File: config.mk
export PLATFORM = sky130hd
export DESIGN_NAME = clk_div_bank_flat
export DESIGN_NICKNAME = d
export VERILOG_FILES = /design/src/rtl/clk_div_pkg.sv /design/src/rtl/clk_div_bank_if.sv /design/src/rtl/clk_div_chan.sv /design/src/rtl/clk_div_bank.sv /design/src/flat_wrapper.sv
export SDC_FILE = /design/constraint.sdc
export NUM_CORES = 1
export LEC_CHECK = 0
export BUFFER_PORTS_ARGS = -buffer_cell sky130_fd_sc_hd__buf_2
export CORE_UTILIZATION = 41
export DETAILED_ROUTE_END_ITERATION = 12
export GPL_TIMING_DRIVEN = 0
export PLACE_DENSITY = 0.68
export SLEW_MARGIN = 20
export SYNTH_ARGS = -nofsm -noshare
export SYNTH_HDL_FRONTEND = slang
export SYNTH_SLANG_ARGS = --single-unit
File: constraint.sdc
create_clock -name clk100MHz -period 3.44 [get_ports clk100MHz]
set_input_delay 0.516 -clock clk100MHz [delete_from_list [all_inputs] [get_ports clk100MHz]]
set_output_delay 0.516 -clock clk100MHz [all_outputs]
set_load 0.02 [all_outputs]
File: src/rtl/clk_div_pkg.sv
// clk_div_pkg: shared width, reset defaults, channel config type and index-width helper
package clk_div_pkg;
  localparam int W = 8;
  localparam int PERIOD_RST_DEF = 20;
  localparam int HIGH_RST_DEF = 10;
  typedef struct packed {
    logic [W-1:0] period;
    logic [W-1:0] high;
  } cfg_t;
  function automatic int chw(input int n);
    return (n > 1) ? $clog2(n) : 1;
  endfunction
endpackage

File: src/rtl/clk_div_bank_if.sv
// clk_div_bank_if: control/write bus and divided outputs of the divider bank
interface clk_div_bank_if import clk_div_pkg::*; #(
  parameter int NCH = 2
);
  logic [NCH-1:0] en;
  logic sync;
  logic wr_en;
  logic [chw(NCH)-1:0] wr_ch;
  logic [W-1:0] wr_period;
  logic [W-1:0] wr_high;
  logic [NCH-1:0] oClk;
  logic [NCH-1:0] oTick;
  logic [NCH-1:0] oLoaded;
  modport master (
    output en, sync, wr_en, wr_ch, wr_period, wr_high,
    input oClk, oTick, oLoaded
  );
  modport slave (
    input en, sync, wr_en, wr_ch, wr_period, wr_high,
    output oClk, oTick, oLoaded
  );
endinterface

File: src/rtl/clk_div_chan.sv
// clk_div_chan: one divider channel; new config only lands on a cnt=0 restart so oClk never glitches
module clk_div_chan import clk_div_pkg::*; #(
  parameter int PERIOD_RST = PERIOD_RST_DEF,
  parameter int HIGH_RST = HIGH_RST_DEF
) (
  input  logic clk100MHz,
  input  logic rst,
  input  logic en,
  input  logic sync,
  input  logic wr,
  input  cfg_t wr_cfg,
  output logic oClk,
  output logic oTick,
  output logic oLoaded
);
  cfg_t act, act_n, pen;
  logic [W-1:0] cnt, cnt_n;
  logic run, pend, pend_n, wrap, restart, bypass, take_pend, load_n;
  always_comb begin
    wrap = run && cnt == act.period;
    restart = !en || !run || sync || wrap;
    // a write landing on a restart goes straight to active, except under sync
    bypass = wr && (!en || !run || (wrap && !sync));
    take_pend = pend && restart;
    act_n = bypass ? wr_cfg : take_pend ? pen : act;
    pend_n = bypass ? 1'b0 : wr ? 1'b1 : take_pend ? 1'b0 : pend;
    load_n = bypass || take_pend;
    cnt_n = restart ? '0 : cnt + W'(1);
  end
  always_ff @(posedge clk100MHz or negedge rst) begin
    if (!rst) begin
      run <= 1'b0;
      cnt <= '0;
      act <= '{period: W'(PERIOD_RST), high: W'(HIGH_RST)};
      pen <= '0;
      pend <= 1'b0;
      oClk <= 1'b0;
      oTick <= 1'b0;
      oLoaded <= 1'b0;
    end else begin
      run <= en;
      cnt <= cnt_n;
      act <= act_n;
      if (wr) pen <= wr_cfg;
      pend <= pend_n;
      oClk <= en && cnt_n < act_n.high;
      oTick <= en && cnt_n == '0;
      oLoaded <= load_n;
    end
  end
endmodule

File: src/rtl/clk_div_bank.sv
// clk_div_bank: NCH programmable integer clock dividers sharing one write port and sync
module clk_div_bank import clk_div_pkg::*; #(
  parameter int NCH = 2,
  parameter int PERIOD_RST = PERIOD_RST_DEF,
  parameter int HIGH_RST = HIGH_RST_DEF
) (
  input logic clk100MHz,
  input logic rst,
  clk_div_bank_if.slave bus
);
  localparam int CW = chw(NCH);
  cfg_t wr_cfg;
  logic [NCH-1:0] clk_v, tick_v, load_v;
  assign wr_cfg = '{period: bus.wr_period, high: bus.wr_high};
  assign bus.oClk = clk_v;
  assign bus.oTick = tick_v;
  assign bus.oLoaded = load_v;
  // indices >= NCH match no instance, so such writes are dropped
  for (genvar i = 0; i < NCH; i++) begin : g_ch
    clk_div_chan #(.PERIOD_RST(PERIOD_RST), .HIGH_RST(HIGH_RST)) u_ch (
      .clk100MHz(clk100MHz),
      .rst(rst),
      .en(bus.en[i]),
      .sync(bus.sync),
      .wr(bus.wr_en && bus.wr_ch == CW'(i)),
      .wr_cfg(wr_cfg),
      .oClk(clk_v[i]),
      .oTick(tick_v[i]),
      .oLoaded(load_v[i])
    );
  end
endmodule
File: src/flat_wrapper.sv
// flat-port wrapper written by rule: the top's interface ports become plain ports
module clk_div_bank_flat import clk_div_pkg::*;
#(
  parameter int NCH = 2,
  parameter int PERIOD_RST = PERIOD_RST_DEF,
  parameter int HIGH_RST = HIGH_RST_DEF
)
  (clk100MHz, rst, bus_en, bus_sync, bus_wr_en, bus_wr_ch, bus_wr_period, bus_wr_high, bus_oClk, bus_oTick, bus_oLoaded);
  clk_div_bank_if #(.NCH(NCH)) bus_i ();
  input logic clk100MHz;
  input logic rst;
  input wire logic [$bits(bus_i.en)-1:0] bus_en;
  input wire logic [$bits(bus_i.sync)-1:0] bus_sync;
  input wire logic [$bits(bus_i.wr_en)-1:0] bus_wr_en;
  input wire logic [$bits(bus_i.wr_ch)-1:0] bus_wr_ch;
  input wire logic [$bits(bus_i.wr_period)-1:0] bus_wr_period;
  input wire logic [$bits(bus_i.wr_high)-1:0] bus_wr_high;
  output wire logic [$bits(bus_i.oClk)-1:0] bus_oClk;
  output wire logic [$bits(bus_i.oTick)-1:0] bus_oTick;
  output wire logic [$bits(bus_i.oLoaded)-1:0] bus_oLoaded;
  assign bus_i.en = bus_en;
  assign bus_i.sync = bus_sync;
  assign bus_i.wr_en = bus_wr_en;
  assign bus_i.wr_ch = bus_wr_ch;
  assign bus_i.wr_period = bus_wr_period;
  assign bus_i.wr_high = bus_wr_high;
  assign bus_oClk = bus_i.oClk;
  assign bus_oTick = bus_i.oTick;
  assign bus_oLoaded = bus_i.oLoaded;
  clk_div_bank #(.NCH(NCH), .PERIOD_RST(PERIOD_RST), .HIGH_RST(HIGH_RST)) u_core (.clk100MHz(clk100MHz), .rst(rst), .bus(bus_i));
endmodule
* After elaboration in Yosys (flattened, before gate mapping)
Cells that the tools add are included.
** Cells by class
- Add/sub/neg operators :: 2
- Order comparisons :: 2
- Eq/ne operators :: 2
- Multiplexer cells :: 12
- Bitwise logic cells :: 1
- Reductions and logical operators :: 35
** Operators by type and width (number)
- 16-bit two-way mux :: 4
- 8-bit by 1-bit adder with 8-bit output, second input constant :: 2
- 8-bit == test :: 2
- 8-bit zero test :: 2
- 8-bit < comparator :: 2
- 8-bit two-way mux :: 2
- 1-bit logical AND :: 14
- 1-bit logical OR :: 10
- 1-bit two-way mux :: 6
- 3-bit nonzero test :: 2
- 1-bit zero test :: 5
- 2-bit nonzero test :: 2
- 1-bit inverter :: 1
** Storage, ports and cells
- Flip-flop bits (word level) :: 90
- Input bits :: 23
- Output and inout bits :: 6
- Word-level logic and storage cells :: 74

* Logic depth before layout (Yosys ltp)
- Depth after elaboration :: 9
- Gate-level depth with buffers :: 14
- Mapped depth without buffers :: 12

* Hierarchy
Synthesis repeated with hierarchy kept, for this count alone.
** Second synthesis, totals
- Cells, all modules :: 452
- Area total of the unflattened synthesis :: 4733.3 sq um
** Modules (own cells, without submodules)
- clk_div_chan :: times used 2, cells each 225, area an instance 2358.5 sq um
- clk_div_bank :: times used 1, cells each 2, area an instance 16.3 sq um

* Worst setup path after synthesis
Ideal clock, no wire load.
- Path type :: flip-flop to flip-flop
- From :: register u_core.g_ch[0].u_ch.cnt[3]
- To :: register u_core.g_ch[0].u_ch.oClk
- Setup time :: 92 ps
- Arrival time :: 2905 ps
- Data required time :: 3348 ps
- Path slack :: 444 ps
- Stages on the path, launching flop included :: 15
- Path through :: dfrtp_1 -> buf_6 -> xor2_1 -> nor4_4 -> a211o_2 -> nand2_2 -> buf_4 -> mux2i_1 -> a21o_1 -> ha_1 -> a21oi_1 -> nor2_1 -> a21oi_1 -> or4b_4 -> o31ai_2
** Between the ends
- Cells in the longest elaborated chain, start to end :: 8
- Elaborated cells on any way between the ends :: 13
- Those cells by class :: 1 x add/sub; 1 x order compare; 1 x eq/ne; 3 x mux; 7 x reduce/logical
** RTL lines
- from (decl) :: line clk_div_chan.sv:17 : logic [W-1:0] cnt, cnt_n;
- from (signal assigned) :: line clk_div_chan.sv:42 : cnt <= cnt_n;
- branches (longest 6 deep; another with 8-bit by 1-bit adder with 8-bit output)
- 8-bit < comparator * :: line clk_div_chan.sv:46 : oClk <= en && cnt_n < act_n.high;
- 1-bit logical AND * :: line clk_div_chan.sv:46
- to (signal assigned) :: line clk_div_chan.sv:46
- to (decl) :: line clk_div_chan.sv:12 : output logic oClk,
Every way passes the cells marked *. The select of a mux whose other input is x is not followed.
A chain may end at the register's enable or synchronous reset.

* Worst setup path after layout
- From :: register u_core.g_ch[0].u_ch.cnt[5]
- To :: register u_core.g_ch[0].u_ch.oClk
The elaborated chain is that of the path after synthesis.

==> flow_summary.rst <==
.. list-table::
   :header-rows: 1

   * - Metric
     - Value
   * - Non-filler cells in the finished layout
     - 652
   * - Most area-hungry cell type in the Yosys netlist
     - dfrtp_1
   * - Average vias per placed instance
     - 5.25
   * - Status
     - finished, final reports clean
   * - Maximum level of the CTS H-tree
     - 3
   * - Area share of xor/xnor cells in the synthesized design
     - 0.0547
   * - TritonCTS buffer count
     - 9
   * - Top post-synthesis cells by area
     - dfrtp_1, nand2_1, nor2_1, mux2i_1, dfstp_2
   * - First-pass iteration count of the detailed router
     - 4
   * - Arrival time at the worst endpoint
     - 3.56 ns
   * - Yosys warning total
     - 0
   * - Total I/O pin count
     - 29
   * - Overall power of the completed layout
     - 2.44 mW
   * - Diodes inserted
     - 0
   * - Largest family of logic cells by synthesized area
     - simple AND/OR/NAND/NOR gates
   * - Static leakage
     - 2.56 nW
   * - Share of final-layout standard cells stronger than drive strength 1
     - 0.207
   * - Top fanout value on the critical path
     - 10
   * - Layout net count
     - 546
   * - Placed wire-length estimate after detailed placement
     - 7440 um
   * - Cell Count Post-Placement
     - 634
   * - Iteration-0 DRC Markers
     - 121
   * - Clock tree root driver cell
     - clkbuf_8
   * - Start-to-end type of the worst setup path
     - reg -> reg
   * - Initial antenna violation count
     - 0
   * - Clock latency on the worst-skew pair
     - 0.37 ns
   * - Share of synthesized registers carrying an async set or reset
     - 1.00
   * - Post-synthesis cell type count
     - 53
   * - Core Region
     - 10900 sq um
   * - Clk buf depth
     - 2
   * - Clk_skew
     - 0.0160 ns
   * - Global-route wire length before repair
     - 17600 um
   * - Overall track demand over capacity in global routing
     - 0.197
   * - Cell area power density
     - 468 nW/um^2
   * - Sequential share of the synthesized area
     - 0.490
   * - Chip height
     - 108 um
   * - Mux contribution to synthesized area
     - 0.0867
   * - Share of Yosys cell area claimed by the top area cell type
     - 0.444
   * - Starting density of the core
     - 0.424
   * - Post-layout minimum cycle time
     - 3.28 ns
   * - Synth Register Bits
     - 90
   * - Final setup margin
     - 0.155 ns
   * - Worst rel slew slack
     - 0.600
   * - Average cell area after synthesis
     - 9.93 sq um
   * - Synthesized net count
     - 504
   * - Simple-gate share of the synthesized area
     - 0.169
   * - Worst Hold Margin
     - 0.140 ns
   * - Post-synthesis instance area
     - 4620 sq um
   * - Maxcap violations
     - 0
   * - Ys flop type
     - dfrtp_1
   * - CP Data Required Time
     - 3.71 ns
   * - Period Utilization, post-route
     - 0.955
   * - Timing startpoint of the critical path
     - u_core.g_ch[0].u_ch.cnt[5]
   * - Hold violation total from the final report
     - 0
   * - Wirelength per Cell
     - 15.7 um
   * - Via count
     - 3420
   * - Final weighted congestion in routability-driven placement
     - 0.851
   * - Maximum number of pins on one net before global-route repair
     - 48
   * - EDFF count, synth
     - 0
   * - DRC violation count after routing
     - 0
   * - Clock tree from TritonCTS
     - yes
   * - Sink count of the clock tree
     - 90
   * - Gate Count Post-Synth
     - 465
   * - Number of global-route vias before repair
     - 3526
   * - Setup crit end kind
     - register
   * - Horizontal extent of the die
     - 108 um
   * - Slew @ Worst Pin
     - 0.600 ns
   * - Commonest cells after routing, fill and taps aside
     - nand2_1, dfrtp_1, nor2_1, buf_2, a21oi_1
   * - Cell row count
     - 38
   * - Most common cell after layout, fill and taps aside
     - nand2_1
   * - Final-report setup violation count
     - 0
   * - Antenna-violating nets left
     - 0
   * - Highest clock rate
     - 0.304 GHz
   * - CP startpoint kind
     - register
   * - Area Overhead vs Synth
     - 12.9%
   * - Clock input transition at the sequential cells of the worst setup and hold paths
     - 0.10 ns
   * - Startpoint of the worst register-to-register path
     - u_core.g_ch[0].u_ch.cnt[5]
   * - Aggregate global routing overflow
     - 0
   * - Post-synthesis adder-cell area fraction
     - 0.0433
   * - Die outline area
     - 11700 sq um
   * - Port Buffer Count
     - 28
   * - Maximum VDD drop
     - 0.000278 V
   * - Worst min-delay path class
     - in -> async
   * - Total detailed-routing wirelength
     - 10300 um
   * - Number of slew-limit violations in the final report
     - 0
   * - Pre-CTS setup slack
     - 0.00650 ns
   * - Share of the synthesized area in compound gates (AO/OA/AOI/OAI)
     - 0.113
-- metrics by stage --
stage                util  area, sq um   TNS, ns
CTS                 0.475         5170         0
detailed placement  0.456         4960         0
global placement    0.453         4930         0
floorplan               -         4620         0
global route        0.479         5220  -0.00654
finish              0.479         5220         0
-- Yosys cell counts, types with 3 or more instances --
| master | instances |
|---|---|
| nor2_1 | 61 |
| inv_1 | 5 |
| buf_6 | 4 |
| mux2_2 | 16 |
| buf_4 | 7 |
| xor2_1 | 13 |
| dfrtp_1 | 82 |
| and2_1 | 3 |
| a31oi_1 | 10 |
| nor3_1 | 3 |
| ha_1 | 16 |
| dfstp_2 | 8 |
| buf_2 | 5 |
| nand2b_1 | 3 |
| clkbuf_1 | 14 |
| nand3_1 | 9 |
| a21oi_1 | 27 |
| o211ai_1 | 3 |
| a21o_1 | 15 |
| mux2i_1 | 22 |
| nand2_1 | 84 |
| xnor2_1 | 14 |
-- metal layers --
metal  wire, um  track usage
met5          0            0
met4        232       0.0705
met3        346       0.0398
met2       5050        0.333
met1       4630        0.249
-- power breakdown --
group	internal, mW	switching (mW)
Sequential	1.20	0.0721
Combinational	0.187	0.219
Clock	0.363	0.401
-- cell families (layout without fill, tap and decap cells) --
family	after synthesis	in the layout
adder cells (fa/ha/maj)	16	16
buffers and inverters	37	84
flip-flops	90	90
AO/OA/AOI/OAI	77	77
XOR/XNOR	28	28
AND/OR/NAND/NOR	179	179
multiplexers	38	38
-- repair_timing --
action                     in CTS  in global routing
resized for setup               0                 11
setup buffers                   0                  5
setup endpoints to repair       0                  2
hold endpoints to repair        0                  0
hold buffers                    0                  0
-- worst max-delay path, stage by stage, from the launching register on --
cell     delay (ns)
dfrtp_1        0.37
buf_2          0.16
xor2_1         0.24
nor4_4         0.08
a211o_2        0.36
nand2_2        0.23
buf_6          0.22
mux2i_1        0.11
a21o_1         0.20
ha_1           0.19
a21oi_1        0.14
nor2_1         0.06
a21oi_1        0.17
or4b_4         0.49
o31ai_2        0.18
-- worst paths after layout --
kind,endpoint,slack (ns),depth (start not counted)
setup / recovery,u_core.g_ch[0].u_ch.oClk,0.16,14
setup reg to reg,u_core.g_ch[0].u_ch.oClk,0.16,14
hold reg to reg,u_core.g_ch[0].u_ch.pen[8],0.48,2
max in group asynchronous,u_core.g_ch[1].u_ch.act[10],2.58,2
min in group clk100MHz,u_core.g_ch[0].u_ch.run,0.31,1
hold / removal,u_core.g_ch[0].u_ch.pen[11],0.14,1
-- final cells by class --
| type | count | area (sq um) |
|---|---|---|
| plain buffers | 29 | 180 |
| clock buffers | 10 | 138 |
| clock inverters | 6 | 72.6 |
| fillers | 1033 | 5670 |
| inverters | 5 | 18.8 |
| multi-input cells | 338 | 2160 |
| flip-flops and latches | 90 | 2260 |
| well taps | 140 | 175 |
| repair buffers | 34 | 208 |
-- sequential cells by signal (all words and copies together) (netlist names) --
name,count
u_core.g_ch.u_ch.run,2
u_core.g_ch.u_ch.oTick,2
u_core.g_ch.u_ch.pen,32
u_core.g_ch.u_ch.oLoaded,2
u_core.g_ch.u_ch.cnt,16
u_core.g_ch.u_ch.pend,2
u_core.g_ch.u_ch.act,32
u_core.g_ch.u_ch.oClk,2
Note: power is estimated with default switching activity, not from simulation.
